--- src/rtl/fir_pkg.sv ---
// Shared definitions for the FIR tap accumulator: state encoding, nibble count, signed limits.
package fir_pkg;

  typedef enum logic [1:0] {
    ST_IDLE = 2'd0,
    ST_ADD  = 2'd1,
    ST_DONE = 2'd2
  } state_t;

  function automatic int nib_count(input int acc_w);
    return acc_w / 4;
  endfunction

  // Limits returned as raw bit patterns; callers truncate to their own width.
  function automatic logic [63:0] sat_max(input int w);
    return (64'd1 << (w - 1)) - 64'd1;
  endfunction

  function automatic logic [63:0] sat_min(input int w);
    return 64'd1 << (w - 1);
  endfunction

endpackage

--- src/rtl/fir_nibble_acc_cla.sv ---
// 4-bit carry-lookahead adder: one nibble of the serial accumulation per cycle.
module cla (
  input  logic [3:0] i_a,
  input  logic [3:0] i_b,
  input  logic       i_c,
  output logic [3:0] o_s,
  output logic       o_c
);

  logic [3:0] w_g;
  logic [3:0] w_p;
  logic [4:0] w_c;

  assign w_g = i_a & i_b;
  assign w_p = i_a ^ i_b;

  assign w_c[0] = i_c;
  assign w_c[1] = w_g[0] | (w_p[0] & i_c);
  assign w_c[2] = w_g[1] | (w_p[1] & w_g[0]) | (w_p[1] & w_p[0] & i_c);
  assign w_c[3] = w_g[2] | (w_p[2] & w_g[1]) | (w_p[2] & w_p[1] & w_g[0])
                | (w_p[2] & w_p[1] & w_p[0] & i_c);
  assign w_c[4] = w_g[3] | (w_p[3] & w_g[2]) | (w_p[3] & w_p[2] & w_g[1])
                | (w_p[3] & w_p[2] & w_p[1] & w_g[0])
                | (w_p[3] & w_p[2] & w_p[1] & w_p[0] & i_c);

  assign o_s = w_p ^ w_c[3:0];
  assign o_c = w_c[4];

endmodule

--- src/rtl/fir_nibble_acc.sv ---
// Nibble-serial tap accumulator: sums TAPS signed products through one 4-bit CLA.
// Optional saturation on signed overflow is enabled by defining FIR_ACC_SAT_EN.
module fir_nibble_acc
  import fir_pkg::*;
#(
  parameter int IN_W  = 16,
  parameter int ACC_W = 20,
  parameter int TAPS  = 8
) (
  input  logic                    clk,
  input  logic                    rst,
  input  logic                    in_valid,
  output logic                    in_ready,
  input  logic signed [IN_W-1:0]  in_data,
  output logic                    out_valid,
  input  logic                    out_ready,
  output logic signed [ACC_W-1:0] out_data,
  output logic                    out_sat
);

  localparam int NIB = nib_count(ACC_W);
  localparam int NCW = $clog2(NIB + 1);
  localparam int TCW = $clog2(TAPS + 1);

  if ((ACC_W % 4) != 0 || ACC_W < IN_W || TAPS < 1) begin : g_param_err
    $error("fir_nibble_acc: ACC_W must be a multiple of 4, ACC_W >= IN_W, TAPS >= 1");
  end

  state_t                  r_state;
  state_t                  w_state_nxt;
  logic signed [ACC_W-1:0] r_acc;
  logic signed [ACC_W-1:0] r_op;
  logic signed [ACC_W-1:0] r_out_data;
  logic                    r_carry;
  logic [NCW-1:0]          r_nib;
  logic [TCW-1:0]          r_term;

  logic [3:0]              w_a;
  logic [3:0]              w_b;
  logic [3:0]              w_sum;
  logic                    w_c4;
  logic signed [ACC_W-1:0] w_acc_new;
  logic signed [ACC_W-1:0] w_acc_fin;
  logic                    w_last_nib;
  logic                    w_last_term;

  assign w_last_nib  = (r_nib == NCW'(NIB - 1));
  assign w_last_term = (r_term == TCW'(TAPS - 1));

  always_comb begin
    w_a = '0;
    w_b = '0;
    for (int k = 0; k < NIB; k++) begin
      if (r_nib == NCW'(k)) begin
        w_a = r_acc[4*k +: 4];
        w_b = r_op[4*k +: 4];
      end
    end
  end

  cla u_cla (
    .i_a (w_a),
    .i_b (w_b),
    .i_c (r_carry),
    .o_s (w_sum),
    .o_c (w_c4)
  );

  always_comb begin
    w_acc_new = r_acc;
    for (int k = 0; k < NIB; k++) begin
      if (r_nib == NCW'(k)) w_acc_new[4*k +: 4] = w_sum;
    end
  end

`ifdef FIR_ACC_SAT_EN
  localparam logic signed [ACC_W-1:0] SMAX = ACC_W'(sat_max(ACC_W));
  localparam logic signed [ACC_W-1:0] SMIN = ACC_W'(sat_min(ACC_W));

  logic r_sat;
  logic w_ovf;

  // Old acc MSB is intact until the last nibble writes it, so it is the pre-add sign.
  assign w_ovf     = w_last_nib && (r_op[ACC_W-1] == r_acc[ACC_W-1])
                   && (w_sum[3] != r_acc[ACC_W-1]);
  assign w_acc_fin = w_ovf ? (r_acc[ACC_W-1] ? SMIN : SMAX) : w_acc_new;
  assign out_sat   = r_sat && (r_state == ST_DONE);

  always_ff @(posedge clk) begin
    if (rst) begin
      r_sat <= 1'b0;
    end else if (r_state == ST_ADD && w_ovf) begin
      r_sat <= 1'b1;
    end else if (r_state == ST_DONE && out_ready) begin
      r_sat <= 1'b0;
    end
  end
`else
  assign w_acc_fin = w_acc_new;
  assign out_sat   = 1'b0;
`endif

  always_comb begin
    w_state_nxt = r_state;
    unique case (r_state)
      ST_IDLE: if (in_valid) w_state_nxt = ST_ADD;
      ST_ADD:  if (w_last_nib) w_state_nxt = w_last_term ? ST_DONE : ST_IDLE;
      ST_DONE: if (out_ready) w_state_nxt = ST_IDLE;
      default: w_state_nxt = ST_IDLE;
    endcase
  end

  always_ff @(posedge clk) begin
    if (rst) begin
      r_state    <= ST_IDLE;
      r_acc      <= '0;
      r_op       <= '0;
      r_out_data <= '0;
      r_carry    <= 1'b0;
      r_nib      <= '0;
      r_term     <= '0;
    end else begin
      r_state <= w_state_nxt;
      unique case (r_state)
        ST_IDLE: begin
          if (in_valid) begin
            r_op    <= ACC_W'(in_data);
            r_carry <= 1'b0;
            r_nib   <= '0;
          end
        end
        ST_ADD: begin
          r_acc   <= w_acc_fin;
          r_carry <= w_c4;
          r_nib   <= w_last_nib ? '0 : r_nib + 1'b1;
          if (w_last_nib) begin
            r_term <= r_term + 1'b1;
            if (w_last_term) r_out_data <= w_acc_fin;
          end
        end
        ST_DONE: begin
          if (out_ready) begin
            r_acc  <= '0;
            r_term <= '0;
          end
        end
        default: ;
      endcase
    end
  end

  assign in_ready  = (r_state == ST_IDLE);
  assign out_valid = (r_state == ST_DONE);
  assign out_data  = r_out_data;

endmodule
--- config.mk ---
export PLATFORM = sky130hd
export DESIGN_NAME = fir_nibble_acc
export DESIGN_NICKNAME = d
export VERILOG_FILES = /design/src/rtl/fir_pkg.sv /design/src/rtl/fir_nibble_acc_cla.sv /design/src/rtl/fir_nibble_acc.sv
export SDC_FILE = /design/constraint.sdc
export NUM_CORES = 1
export LEC_CHECK = 0
export BUFFER_PORTS_ARGS = -buffer_cell sky130_fd_sc_hd__buf_4
export CAP_MARGIN = 20
export CORE_ASPECT_RATIO = 1.1
export CORE_MARGIN = 2
export CORE_UTILIZATION = 60
export DETAILED_ROUTE_END_ITERATION = 10
export GPL_TIMING_DRIVEN = 0
export HOLD_SLACK_MARGIN = 0.15
export PLACE_DENSITY = 0.91
export SYNTH_ARGS = -nofsm -noshare
export SYNTH_HDL_FRONTEND = slang
export SYNTH_SLANG_ARGS = --single-unit
--- constraint.sdc ---
create_clock -name clk -period 6.2 [get_ports clk]
set_input_delay 1.24 -clock clk [delete_from_list [all_inputs] [get_ports clk]]
set_output_delay 1.24 -clock clk [all_outputs]
set_load 0.02 [all_outputs]
# Word-level counts from Yosys, hierarchy flattened
# Cells that the tools add are included.
# word_totals
reg_bits	66
output_inout_bits	23
word_cells	88
# op_classes
n_eq_ne	10
addsub	2
n_bitwise	29
reduce_logical	10
muxes	30
# ops
operator	n
$mux W4	17
$pmux W20 S2	1
$mux W20	1
$and A1 B1 Y1	16
$or A1 B1 Y1	10
$reduce_and A3 Y1	3
$mux W2	4
$pmux W4 S2	1
$xor A4 B4 Y4	2
$eq A3 B2 Y1 const B	2
$mux W3	2
$pmux W2 S3	1
$pmux W3 S2	1
$reduce_and A2 Y1	3
$add A4 B1 Y4 const B	1
$and A4 B4 Y4	1
$eq A4 B3 Y1 const B	1
$ne A2 B2 Y1 const B	2
$reduce_bool A2 Y1	2
$add A3 B1 Y3 const B	1
$eq A3 B1 Y1 const B	1
$eq A3 B3 Y1 const B	1
$logic_not A3 Y1	1
$eq A2 B1 Y1 const B	1
other kinds (5)	5

# Logic depth before layout (Yosys ltp)
# Gate-level depths: netlist (run 1).
# logic_depth
depth_word	14
ltp_mapped	13
depth_no_buf	11

# By module
# A second synthesis (run 1) with hierarchy kept.
# unflattened
hier_cells	367
area_unflattened_um2	3265.6
# modules_own_cells
module	cells_each	area_each_um2	instances
fir_nibble_acc	350	3118.0	1
cla	17	147.6	1

# Least setup slack after synthesis (run 1)
# Ideal clock, no wire load.
# synth_path
path_type	reg2reg
start	register r_nib[2]
end	register r_acc[11]
stages_incl_launch_ff	14
arrival_time_ns	3.145
required_time_ns	6.099
synth_period_minus_slack_ns	3.246
n_path_buf	2
path_slack_ns	2.954
cell_sequence	dfxtp_1 clkbuf_1 inv_1 ha_1 clkbuf_1 inv_1 nor2_1 a222oi_1 o21ai_0 ha_1 a211o_1 a21oi_2 xor2_1 o41ai_1
# synth_between
elab_chain_len	14
elab_cells_between_ends	28
classes_between	4 x eq/ne; 12 x mux; 11 x bitwise; 1 x reduce/logical
# synth_lines
item	line_no	text
start: declaration	fir_nibble_acc.sv:35	logic [NCW-1:0] r_nib;
start signal: assignment	fir_nibble_acc.sv:135	r_nib <= w_last_nib ? '0 : r_nib + 1'b1;
$logic_not A3 Y1	fir_nibble_acc.sv:54	if (r_nib == NCW'(k)) begin
$mux W4 (5 in series)	fir_nibble_acc.sv:54	
$xor A4 B4 Y4 or $and A4 B4 Y4 (tied branches)	fir_nibble_acc_cla.sv:15, fir_nibble_acc_cla.sv:14	
$and A1 B1 Y1 (on tied branches)	fir_nibble_acc_cla.sv:20, fir_nibble_acc_cla.sv:21	
$or A1 B1 Y1, or another cell as far along	fir_nibble_acc_cla.sv:20	assign w_c[3] = w_g[2] | (w_p[2] & w_g[1]) | (w_p[2] & w_p[1] & w_g[0])
$or A1 B1 Y1 or $and A1 B1 Y1 (tied branches)	fir_nibble_acc_cla.sv:20, fir_nibble_acc_cla.sv:21	
$or A1 B1 Y1	fir_nibble_acc_cla.sv:21	| (w_p[2] & w_p[1] & w_p[0] & i_c);
$xor A4 B4 Y4	fir_nibble_acc_cla.sv:26	assign o_s = w_p ^ w_c[3:0];
$mux W4 *	fir_nibble_acc.sv:72	if (r_nib == NCW'(k)) w_acc_new[4*k +: 4] = w_sum;
$pmux W20 S2 *	fir_nibble_acc.sv:124	unique case (r_state)
end signal: assignment	fir_nibble_acc.sv:133	r_acc <= w_acc_fin;
end: declaration	fir_nibble_acc.sv:31	logic signed [ACC_W-1:0] r_acc;
# Mark *: on every way between the ends. The rest lies on a longest branch, timed or not.
# A chain may end at the register's enable or synchronous reset.

# Final worst setup path (run 1)
# Ends and elaborated chain as after synthesis.

==> qor.yml, run 1 <==
drt:
  via_per_inst: 6.110
  dr.pass1.iters: 6
  antenna_left: 0
  post-route-drc-count: 0
  wire_per_inst_microns: 16.67
  drt_iter0_markers: 413
  vias: 3226
  drt_wl_total_mm: 8.804
timing:
  setup_viol: 0
  hold_viol: 0
  fin_skew_ps: 9.657
  worstMarginPinSlew_ps: 629.9
  timing.final.crit_share_pct: 68.80
  timing.fmax_mhz: 234.4
  slew_violations: 0
  setup_ws_ps: 1934
  rsz0062_at_grt: "no"
  min_period_ps: 4266
  setup_tns_ps: 0
  max-slew-margin-rel_pct: 57.70
floorplanning:
  die_w_microns: 73.82
  initial_utilization_pct: 63.06
  num_rows: 27
  coreArea_sq_mm: 0.005101
  die_area_sq_mm: 0.005964
  ios: 43
  fp.dieH_microns: 80.80
logic_synthesis:
  yosysSeqAreaShare_pct: 41.07
  yosysWarnings: 0
  synth.cell_area_sq_mm: 0.003217
  synth_edf_count: 0
  syn-num-nets: 430
  synth_cell_types: 49
  async_flop_share_pct: 0
  syn_avg_cell_area_sq_um: 8.062
  ys.flop_type: "dfxtp_1"
  synth-seq-cells: 66
  netlist_instances: 399
clock_tree:
  insertion_delay_ps: 360
  cts-hold-fix-buffers: 0
  root_buffer: "clkbuf_8"
  cts_buffers: 9
  clk_pin_slew_ps: 80
  cts_htree_levels: 3
  postCtsSetupBuffers: 0
  cts.repair.resized: 0
  ctsLongestPathBuffers: 2
  cts_tree: "done"
  cts_num_sinks: 66
setup_path:
  critPathLaunchType: "register"
  cp.depth: 13
  worstPathArrival_ps: 4530
  critPathBufInv: 4
  end_kind: "register"
  crit_path_start: "r_nib[2]$_SDFFE_PP0P_"
  crit_fanout: 10
  cp-endpoint: "r_acc[11]$_SDFFE_PP0P_"
  r2r_slack_ps: 1930
  r2r_start: "r_nib[2]$_SDFFE_PP0P_"
  critical-path-slowest-cell: "dfxtp_1"
  reg2reg_depth: 13
  path_class: "register to register"
  r2r-end: "r_acc[11]$_SDFFE_PP0P_"
  cp_cell_sequence: "clkbuf_1 -> inv_1 -> ha_1 -> clkbuf_1 -> inv_1 -> nor2_1 -> a222oi_1 -> o21ai_0 -> ha_1 -> a211o_1 -> a21oi_2 -> xor2_1 -> o41ai_1"
  path_delay_family: "compound AO/OA/AOI/OAI gates"
  cp.required_ps: 6460
  cpPeakStageDelay_ps: 430
flow_run:
  cap_violations: 0
global_routing:
  track_usage_pct: 32.51
  use_met3_pct: 6.203
  grt_antenna_before_repair: 0
  grt_max_degree: 13
  globalRouteMet1Util_pct: 37.28
  top_usage_layer: "met2"
  grt_pass1_wl_mm: 14.57
  grt_pass1_vias: 3066
  met2_usage_pct: 54.20
  grt-ovfl-total: 0
cells_and_area:
  num-nets-final: 482
  drive_gt1_share_pct: 15.35
  n_fill_cell: 415
  seq_area_sq_mm: 0.001321
  num_antenna_cells: 0
  syn2layout_area_growth_pct: 18.71
  multi_input_area_sq_mm: 0.001720
placement:
  post-place-ws_ps: 2118
  dpl.hpwl_mm: 6.290
  gp_congestion: 0.9088
  io_buffers: 41
worst_hold_path:
  hold_depth: 2
  min_path_type: "register to register"
pwr:
  ir_worst_vdd_mv: 0.1680
  p_total_uw: 920.9
  p_per_area_mw_per_mm2: 241.2
  leakage_uw: 0.001470
run_status:
  status: "finished, final reports clean"
[Yosys cell counts (all sizes together), types with 8 or more instances]
master | number | area, sq um
inv | 8 | 30.03
mux2i | 9 | 93.84
dfxtp | 66 | 1321
o21ai | 11 | 55.05
nand3b | 9 | 67.56
a21oi | 56 | 284.0
nand2 | 71 | 266.5
clkbuf | 24 | 90.09
nor2b | 11 | 68.82
nand3 | 16 | 80.08
buf | 8 | 51.29
ha | 10 | 125.1
nor2 | 27 | 101.4
[routing by layer]
metal	part of all wire, %	up-vias	wire length [microns]
li1	-	1515	-
met1	38	1452	3303
met2	49	213	4330
met3	8.4	46	741
met4	4.9	0	429
met5	0	-	0
[registers in the layout (all words and copies together), names as in the netlist]
name and cells:
r_acc 20, r_state 2, r_nib 3, r_op 16
r_term 4, r_carry 1, out_data 20
[per-stage QoR]
step | utilization (%) | cell area [sq um] | instances | hold WS (ps)
finish | 74.86 | 3819 | 528 | 453.2
global route | 74.86 | 3819 | 528 | 471.5
CTS | 74.86 | 3819 | 528 | 455.8
detailed placement | 70.86 | 3615 | 512 | 445.5
global placement | 70.86 | 3615 | 512 | 442.0
floorplan | - | 3217 | 399 | 436.4
[worst reg2reg max path, stage by stage, from the launching register on]
cell and delay [ps]:
dfxtp_1 430, clkbuf_1 420, inv_1 160, ha_1 230, clkbuf_1 240, inv_1 230
nor2_1 170, a222oi_1 380, o21ai_0 230, ha_1 320, a211o_1 340, a21oi_2 410
xor2_1 260, o41ai_1 360
[how the worst min path moves through the flow]
stage	slack, ps	from	endpoint
finish	450	out_data[5]$_SDFFE_PP0P_	out_data[5]$_SDFFE_PP0P_
floorplan	440	r_op[0]$_SDFFE_PP0P_	r_op[0]$_SDFFE_PP0P_
detailed placement	450	out_data[5]$_SDFFE_PP0P_	out_data[5]$_SDFFE_PP0P_
global placement	440	out_data[6]$_SDFFE_PP0P_	out_data[6]$_SDFFE_PP0P_
global route	470	out_data[5]$_SDFFE_PP0P_	out_data[5]$_SDFFE_PP0P_
CTS	460	out_data[5]$_SDFFE_PP0P_	out_data[5]$_SDFFE_PP0P_
[cells in the final DEF, fill, tap and decap left out, types with 6 or more instances in the layout]
cell type and n:
clkbuf_1 24, inv_1 8, a222oi_1 7, ha_1 10
nand3_1 16, o211ai_1 6, dfxtp_1 66, nand4_1 6
a22oi_1 6, o21ai_0 11, nand2_1 71, clkbuf_8 10
a211oi_1 7, a21oi_1 55, nand3b_1 9, nor2_1 27
nor2b_1 11, buf_4 43, mux2i_1 8
[area by class of cell]
cell class | count | area share, %
Tap cell | 72 | 2.359
Timing Repair Buffer | 41 | 8.060
Inverter | 9 | 0.8847
Buffer | 32 | 3.703
Clock buffer | 10 | 3.604
Sequential cell | 66 | 34.60
Multi-Input combinational cell | 292 | 45.05
Clock inverter | 6 | 1.737
[power breakdown]
part,total [uW],switching (uW),internal (uW)
Clock,373,177,196
Sequential,441,7.88,434
Combinational,106,68.8,37.3
[cells by family (layout without fill, tap and decap cells)]
family | after synthesis | count (layout) | share of synthesized area [%]
compound gates | 110 | 110 | 21.78
xor+xnor | 3 | 3 | 0.8170
fa+ha+maj | 11 | 11 | 4.512
buf+inv | 41 | 98 | 5.445
flops | 66 | 66 | 41.07
mux | 9 | 9 | 2.917
other cells | 1 | 1 | 0.1166
simple gates | 158 | 158 | 23.34
Note: power is estimated with default switching activity, not from simulation.
==> run 2: changes to the inputs <==
- CORE_UTILIZATION: 60 -> 52
- PLACE_DENSITY: 0.91 -> 0.84
- clock period: 6.2 -> 3.81 ns (I/O delays scaled with it)
==> run 2 against run 1 <==
Compared with the run above:
- via count shrank 2.5%
- combinational power grew 69%
- final cell count grew 1.7%
- sequential share of layout area shrank 0.72 points
- fmax grew 19%
- count of clock-buffer cells in the layout grew 3
- utilization shrank 11 points
- die area grew 15%
- global-route usage shrank 5.3 points
- first-iteration DRC count shrank 41%
- hold slack is essentially flat
- critical path type unchanged
- highest routed layer unchanged
==> qor.yml, run 2 (same netlist as run 1, synthesis figures left out) <==
drt:
  wl_met1_mm: 3.645  # +10%
  drt_wl_total_mm: 8.681  # -1.4%
  post-route-drc-count: 0  # unchanged
  wire_per_inst_microns: 16.17  # -3.0%
  highest_layer: "met4"
  dr_wl_met3_microns: 510  # -31%
  drt_iter0_markers: 243  # -41%
  via_per_inst: 5.855  # -4.2%
  vias: 3144  # -2.5%
  antenna_left: 0  # unchanged
  wl_met2_mm: 4.259  # -1.6%
  dr.pass1.iters: 5  # -1
cells_and_area:
  seq_area_sq_mm: 0.001321  # unchanged
  num_antenna_cells: 0  # unchanged
  n_fill_cell: 577  # +39%
  num-nets-final: 484  # +0.41%
  drive_gt1_share_pct: 16.41  # +1.1 points
  syn2layout_area_growth_pct: 21.24
  layout_commonest_cell: "nand2_1"
  multi_input_area_sq_mm: 0.001757  # +2.1%
  final_cell_mix: "71 x nand2_1, 66 x dfxtp_1, 55 x a21oi_1"
  finalNonFillerCells: 537  # +1.7%
setup_path:
  path_class: "register to register"
  end_kind: "register"
  cp.required_ps: 4050  # -2410 ps
  critPathLaunchType: "register"
  worstPathArrival_ps: 3820  # -710 ps
  crit_fanout: 10  # unchanged
clock_tree:
  insertion_delay_ps: 350  # about the same
  root_buffer: "clkbuf_8"
  clk_pin_slew_ps: 70  # about the same
  cts-hold-fix-buffers: 0  # unchanged
  cts_htree_levels: 3  # unchanged
  cts_tree: "done"
  ctsLongestPathBuffers: 2  # unchanged
  cts_num_sinks: 66  # unchanged
  cts_buffers: 9  # unchanged
run_status:
  status: "finished, final reports clean"
pwr:
  combPwrFrac_pct: 11.5  # about the same
  switching_share_pct: 24.76  # -2.8 points
  p_per_area_mw_per_mm2: 399.4  # +66%
  ir_worst_vdd_mv: 0.2684  # +60%
  leakage_uw: 0.001507  # +2.5%
  clkPwrFrac_pct: 42.4  # +1.9 points
  p_int_uw: 1172  # +76%
  p_switching_uw: 385.7  # +52%
  seqPwrFrac_pct: 46.1  # -1.8 points
global_routing:
  grt_pass1_wl_mm: 14.37  # -1.4%
  grt_max_degree: 11  # -2
  track_usage_pct: 27.24  # -5.3 points
  grt-ovfl-total: 0  # unchanged
  grt_pass1_vias: 2952  # -3.7%
  grt_antenna_before_repair: 0  # unchanged
floorplanning:
  ios: 43  # unchanged
  die_w_microns: 78.99  # +7.0%
  num_rows: 30  # +11%
  initial_utilization_pct: 52.90  # -10 points
  fp.dieH_microns: 86.49  # +7.0%
  die_area_sq_mm: 0.006832  # +15%
  coreArea_sq_mm: 0.006081  # +19%
timing:
  setup_viol: 0  # unchanged
  timing.fmax_mhz: 279.2  # +19%
  setup_tns_ps: 0  # unchanged
  fin_skew_ps: 11.79  # +2.129 ps
  hold_viol: 0  # unchanged
  setup_ws_ps: 228.3  # -1706 ps
  worstMarginPinSlew_ps: 695.5  # +65.59 ps
  max-slew-margin-rel_pct: 53.63  # -4.1 points
  slew_violations: 0  # unchanged
  rsz0062_at_grt: "no"
  timing.final.crit_share_pct: 94.01  # +25 points
  min_period_ps: 3582  # -684.0 ps
flow_run:
  cap_violations: 0  # unchanged
placement:
  dpl.hpwl_mm: 6.191  # -1.6%
  io_buffers: 41  # unchanged
  dp_cells: 520  # +1.6%
  gp_congestion: 0.8863  # -2.5%
  post-place-ws_ps: -258.9  # -2377 ps
worst_hold_path:
  min_path_type: "register to register"
## run 2: cell types whose count changed in the layout (fill, tap and decap cells not counted), sizes merged
cell / change
bufinv: +1
clkinvlp: -3
clkinv: -2
clkbuf: +3
buf: +2
## run 2: path summary, 6_finish.rpt
path | slack [ps] | endpoint | startpoint | depth (start not counted)
worst max-delay path | 230 | r_acc[7]$_SDFFE_PP0P_ | r_nib[2]$_SDFFE_PP0P_ | 13
worst min-delay path | 450 | out_data[13]$_SDFFE_PP0P_ | out_data[13]$_SDFFE_PP0P_ | 2
worst max register to register | 230 | r_acc[7]$_SDFFE_PP0P_ | r_nib[2]$_SDFFE_PP0P_ | 13
worst min register to register | 450 | out_data[13]$_SDFFE_PP0P_ | out_data[13]$_SDFFE_PP0P_ | 2
## run 2: layout make-up
class	count	area share, %
Multi-Input combinational cell	292	45.04
Sequential cell	66	33.88
Timing Repair Buffer	43	8.277
Clock buffer	13	4.074
Buffer	32	3.754
Tap cell	80	2.567
Clock inverter	2	1.540
Inverter	9	0.8662
## run 2: what timing repair did
item,CTS,global route
resized for setup,4,7
setup buffers,0,2
setup endpoints to repair,14,15
pin swaps,0,1
hold endpoints to repair,0,0
## run 2: worst max-delay path, cell delays in order, from the launching register on
cell	delay, ps
dfxtp_1	430
clkbuf_4	260
inv_1	100
ha_1	200
clkbuf_1	250
inv_2	210
nor2_2	100
a222oi_1	290
o21ai_0	210
ha_1	320
a211o_1	360
a21oi_4	240
xor2_2	150
o41ai_1	340
## run 2: stage by stage
step / instance area, sq um / total power [uW] / util (%) / hold WS (ps)
after floorplan: 3217 / 843.0 / - / 436.4
final: 3900 / 1558 / 64.14 / 453.1
after detailed placement: 3625 / 901.6 / 59.61 / 447.9
after global placement: 3625 / 897.5 / 59.61 / 442.0
after CTS: 3862 / 1551 / 63.52 / 456.8
after global routing: 3900 / 1607 / 64.14 / 474.9
## run 2: power groups by stage
stage          clock, uW  sequential (uW)  combinational (uW)
2_1_floorplan          0              730                 113
3_3_place_gp           0              733                 165
3_5_place_dp           0              734                 168
4_1_cts              662              718                 171
5_1_grt              690              720                 197
6_report             661              718                 179
## run 2: metal layers
metal  vias up  track usage, %
met5         -               0
met4         0           11.76
met3        24           3.333
met2       123           47.15
met1      1480           34.17
li1       1517               -
==> run 3: changes to the inputs <==
- PLACE_DENSITY: 0.84 -> 0.81
==> run 3 against run 2 <==
Compared with the run above:
- utilization up 0.35 points
- power up 8.0%
- global-route usage down 1.2 points
- fmax up 1.5%
- critical path type unchanged
- die area unchanged
- largest cell class unchanged
- combinational power down 2%
- worst setup slack better by 53 ps
- routed wire length down 1.3%
==> qor.yml, run 3 (same netlist as run 1, synthesis figures left out) <==
setup_path:
  critPathLaunchType: "register"
  cp_cell_sequence: "buf_2 -> inv_1 -> ha_1 -> inv_2 -> nor2_2 -> a222oi_1 -> o21ai_0 -> ha_1 -> a211o_1 -> a21oi_4 -> xor2_2 -> o41ai_1"
  critical-path-slowest-cell: "dfxtp_1"
  cpPeakStageDelay_ps: 430  # about the same
  worstPathArrival_ps: 3780  # -40 ps
  crit_fanout: 10  # unchanged
  r2r_slack_ps: 280  # +50 ps
  path_class: "register to register"
  cp.required_ps: 4060  # about the same
  r2r_start: "r_nib[2]$_SDFFE_PP0P_"
  r2r-end: "r_acc[11]$_SDFFE_PP0P_"
  end_kind: "register"
  cpMostUsedCell: "ha_1"
  reg2reg_depth: 12  # -1
global_routing:
  grt_max_degree: 13  # +2
  grt-ovfl-total: 0  # unchanged
  grt_antenna_before_repair: 0  # unchanged
  grt_pass1_wl_mm: 13.80  # -4.0%
  track_usage_pct: 26.09  # -1.2 points
  grt_pass1_vias: 2912  # -1.4%
clock_tree:
  ctsLongestPathBuffers: 2  # unchanged
  root_buffer: "clkbuf_8"
  insertion_delay_ps: 350  # about the same
  cts_buffers: 9  # unchanged
  cts_htree_levels: 3  # unchanged
  cts_tree: "done"
  clk_pin_slew_ps: 80  # about the same
  cts_num_sinks: 66  # unchanged
cells_and_area:
  syn2layout_area_growth_pct: 21.90
  drive_gt1_share_pct: 16.67  # +0.26 points
  final_cell_mix: "71 x nand2_1, 66 x dfxtp_1, 55 x a21oi_1"
  num-nets-final: 482  # -0.41%
  num_antenna_cells: 0  # unchanged
  layout_commonest_cell: "nand2_1"
  seq_area_sq_mm: 0.001321  # unchanged
  multi_input_area_sq_mm: 0.001745  # -0.64%
  finish.utilization_pct: 64.49  # +0.35 points
  n_fill_cell: 546  # -5.4%
  finalNonFillerCells: 536  # -0.19%
drt:
  dr.pass1.iters: 5  # unchanged
  drt_iter0_markers: 242  # -0.41%
  drt_wl_total_mm: 8.570  # -1.3%
  vias: 3068  # -2.4%
  wire_per_inst_microns: 15.99  # -1.1%
  via_per_inst: 5.724  # -2.2%
  antenna_left: 0  # unchanged
  post-route-drc-count: 0  # unchanged
run_status:
  status: "finished, final reports clean"
timing:
  worstMarginPinSlew_ps: 628.8  # -66.70 ps
  worst_hold_slack_ps: 453.7  # +0.6730 ps
  slew_violations: 0  # unchanged
  timing.final.crit_share_pct: 92.62  # -1.4 points
  timing.fmax_mhz: 283.4  # +1.5%
  fin_skew_ps: 4.441  # -7.345 ps
  hold_viol: 0  # unchanged
  min_period_ps: 3529  # -52.94 ps
  setup_viol: 0  # unchanged
  rsz0062_at_grt: "no"
  max-slew-margin-rel_pct: 58.08  # +4.4 points
pwr:
  leakage_uw: 0.001523  # +1.0%
  ir_worst_vdd_mv: 0.2827  # +5.3%
  p_total_uw: 1682  # +8.0%
  p_per_area_mw_per_mm2: 428.8  # +7.4%
flow_run:
  cap_violations: 0  # unchanged
floorplanning:
  fp.dieH_microns: 86.49  # unchanged
  ios: 43  # unchanged
  coreArea_sq_mm: 0.006081  # unchanged
  die_area_sq_mm: 0.006832  # unchanged
  num_rows: 30  # unchanged
  initial_utilization_pct: 52.90  # unchanged
  die_w_microns: 78.99  # unchanged
placement:
  dpl.hpwl_mm: 6.192  # about the same
  io_buffers: 41  # unchanged
  dp_cells: 520  # unchanged
  gp_congestion: 0.8800  # -0.71%
worst_hold_path:
  hold_end: "out_data[6]$_SDFFE_PP0P_"
  worstHoldStart: "out_data[6]$_SDFFE_PP0P_"
  hold_depth: 2  # unchanged
  min_path_type: "register to register"
-- run 3: cell types whose count changed in the layout (fill, tap and decap cells not counted) --
cell,delta
bufinv_16,+2
xnor2_4,-1
clkbuf_1,-2
clkbuf_4,-1
o21ai_1,+1
inv_6,+1
clkbuf_8,-2
xnor2_2,+1
o21ai_0,-1
buf_4,-1
clkinv_4,+1
buf_2,+1
-- run 3: per-layer routing --
metal  share of wire (%)  vias to the layer above  wire length [microns]  GRT usage [%]
li1                    -                     1519                      -              -
met2                  50                       96                   4243          44.92
met3                 5.8                       13                    493          3.958
met5                   0                        -                      0              0
met1                  43                     1440                   3671          31.70
met4                 1.9                        0                    161          13.01
-- run 3: per-stage QoR --
stage | cell area [sq um] | worst slack, ps | setup TNS, ps
after floorplan | 3217 | 564.1 | 0
after global placement | 3625 | -166.7 | -1125
after detailed placement | 3625 | -324.5 | -2447
after CTS | 3914 | 3.695 | 0
after global routing | 3921 | 69.06 | 0
final | 3921 | 281.2 | 0
-- run 3: final cells by class --
type | instances | share of cell area (%)
clock inverter | 6 | 3.510
inverter | 9 | 0.8615
buffer | 31 | 3.574
sequential | 66 | 33.70
timing repair buffer | 42 | 8.041
tap | 80 | 2.553
multi-input combinational | 292 | 44.51
clock buffer | 10 | 3.255
-- run 3: power by group --
group / internal, uW / switching [uW]
clock network: 505 / 284
logic: 62.6 / 112
registers: 705 / 12.5
-- run 3: timing repair --
| action | in CTS | in global routing |
|---|---|---|
| pin swaps | 0 | 1 |
| hold buffers | 0 | 0 |
| setup buffers | 0 | 1 |
| gates resized for setup | 4 | 6 |
| setup endpoints to repair | 18 | 14 |
-- run 3: worst max path at each step --
stage	start	slack (ps)	cells after the start	to
6_report	r_nib[2]$_SDFFE_PP0P_	280	12	r_acc[11]$_SDFFE_PP0P_
3_5_place_dp	r_nib[2]$_SDFFE_PP0P_	-320	13	r_acc[7]$_SDFFE_PP0P_
5_1_grt	r_nib[2]$_SDFFE_PP0P_	70	12	r_acc[3]$_SDFFE_PP0P_
2_1_floorplan	r_nib[2]$_SDFFE_PP0P_	560	13	r_acc[11]$_SDFFE_PP0P_
3_3_place_gp	r_nib[2]$_SDFFE_PP0P_	-170	13	r_acc[11]$_SDFFE_PP0P_
4_1_cts	r_nib[2]$_SDFFE_PP0P_	4	13	r_acc[11]$_SDFFE_PP0P_
-- run 3: critical path: cells and delay by family, from the launching register on --
kind,cells,cell delay [ps]
AO/OA/AOI/OAI,5,1500
flip-flops,1,430
adder cells (fa/ha/maj),2,690
XOR/XNOR,1,160
buffers and inverters,3,550
AND/OR/NAND/NOR,1,90
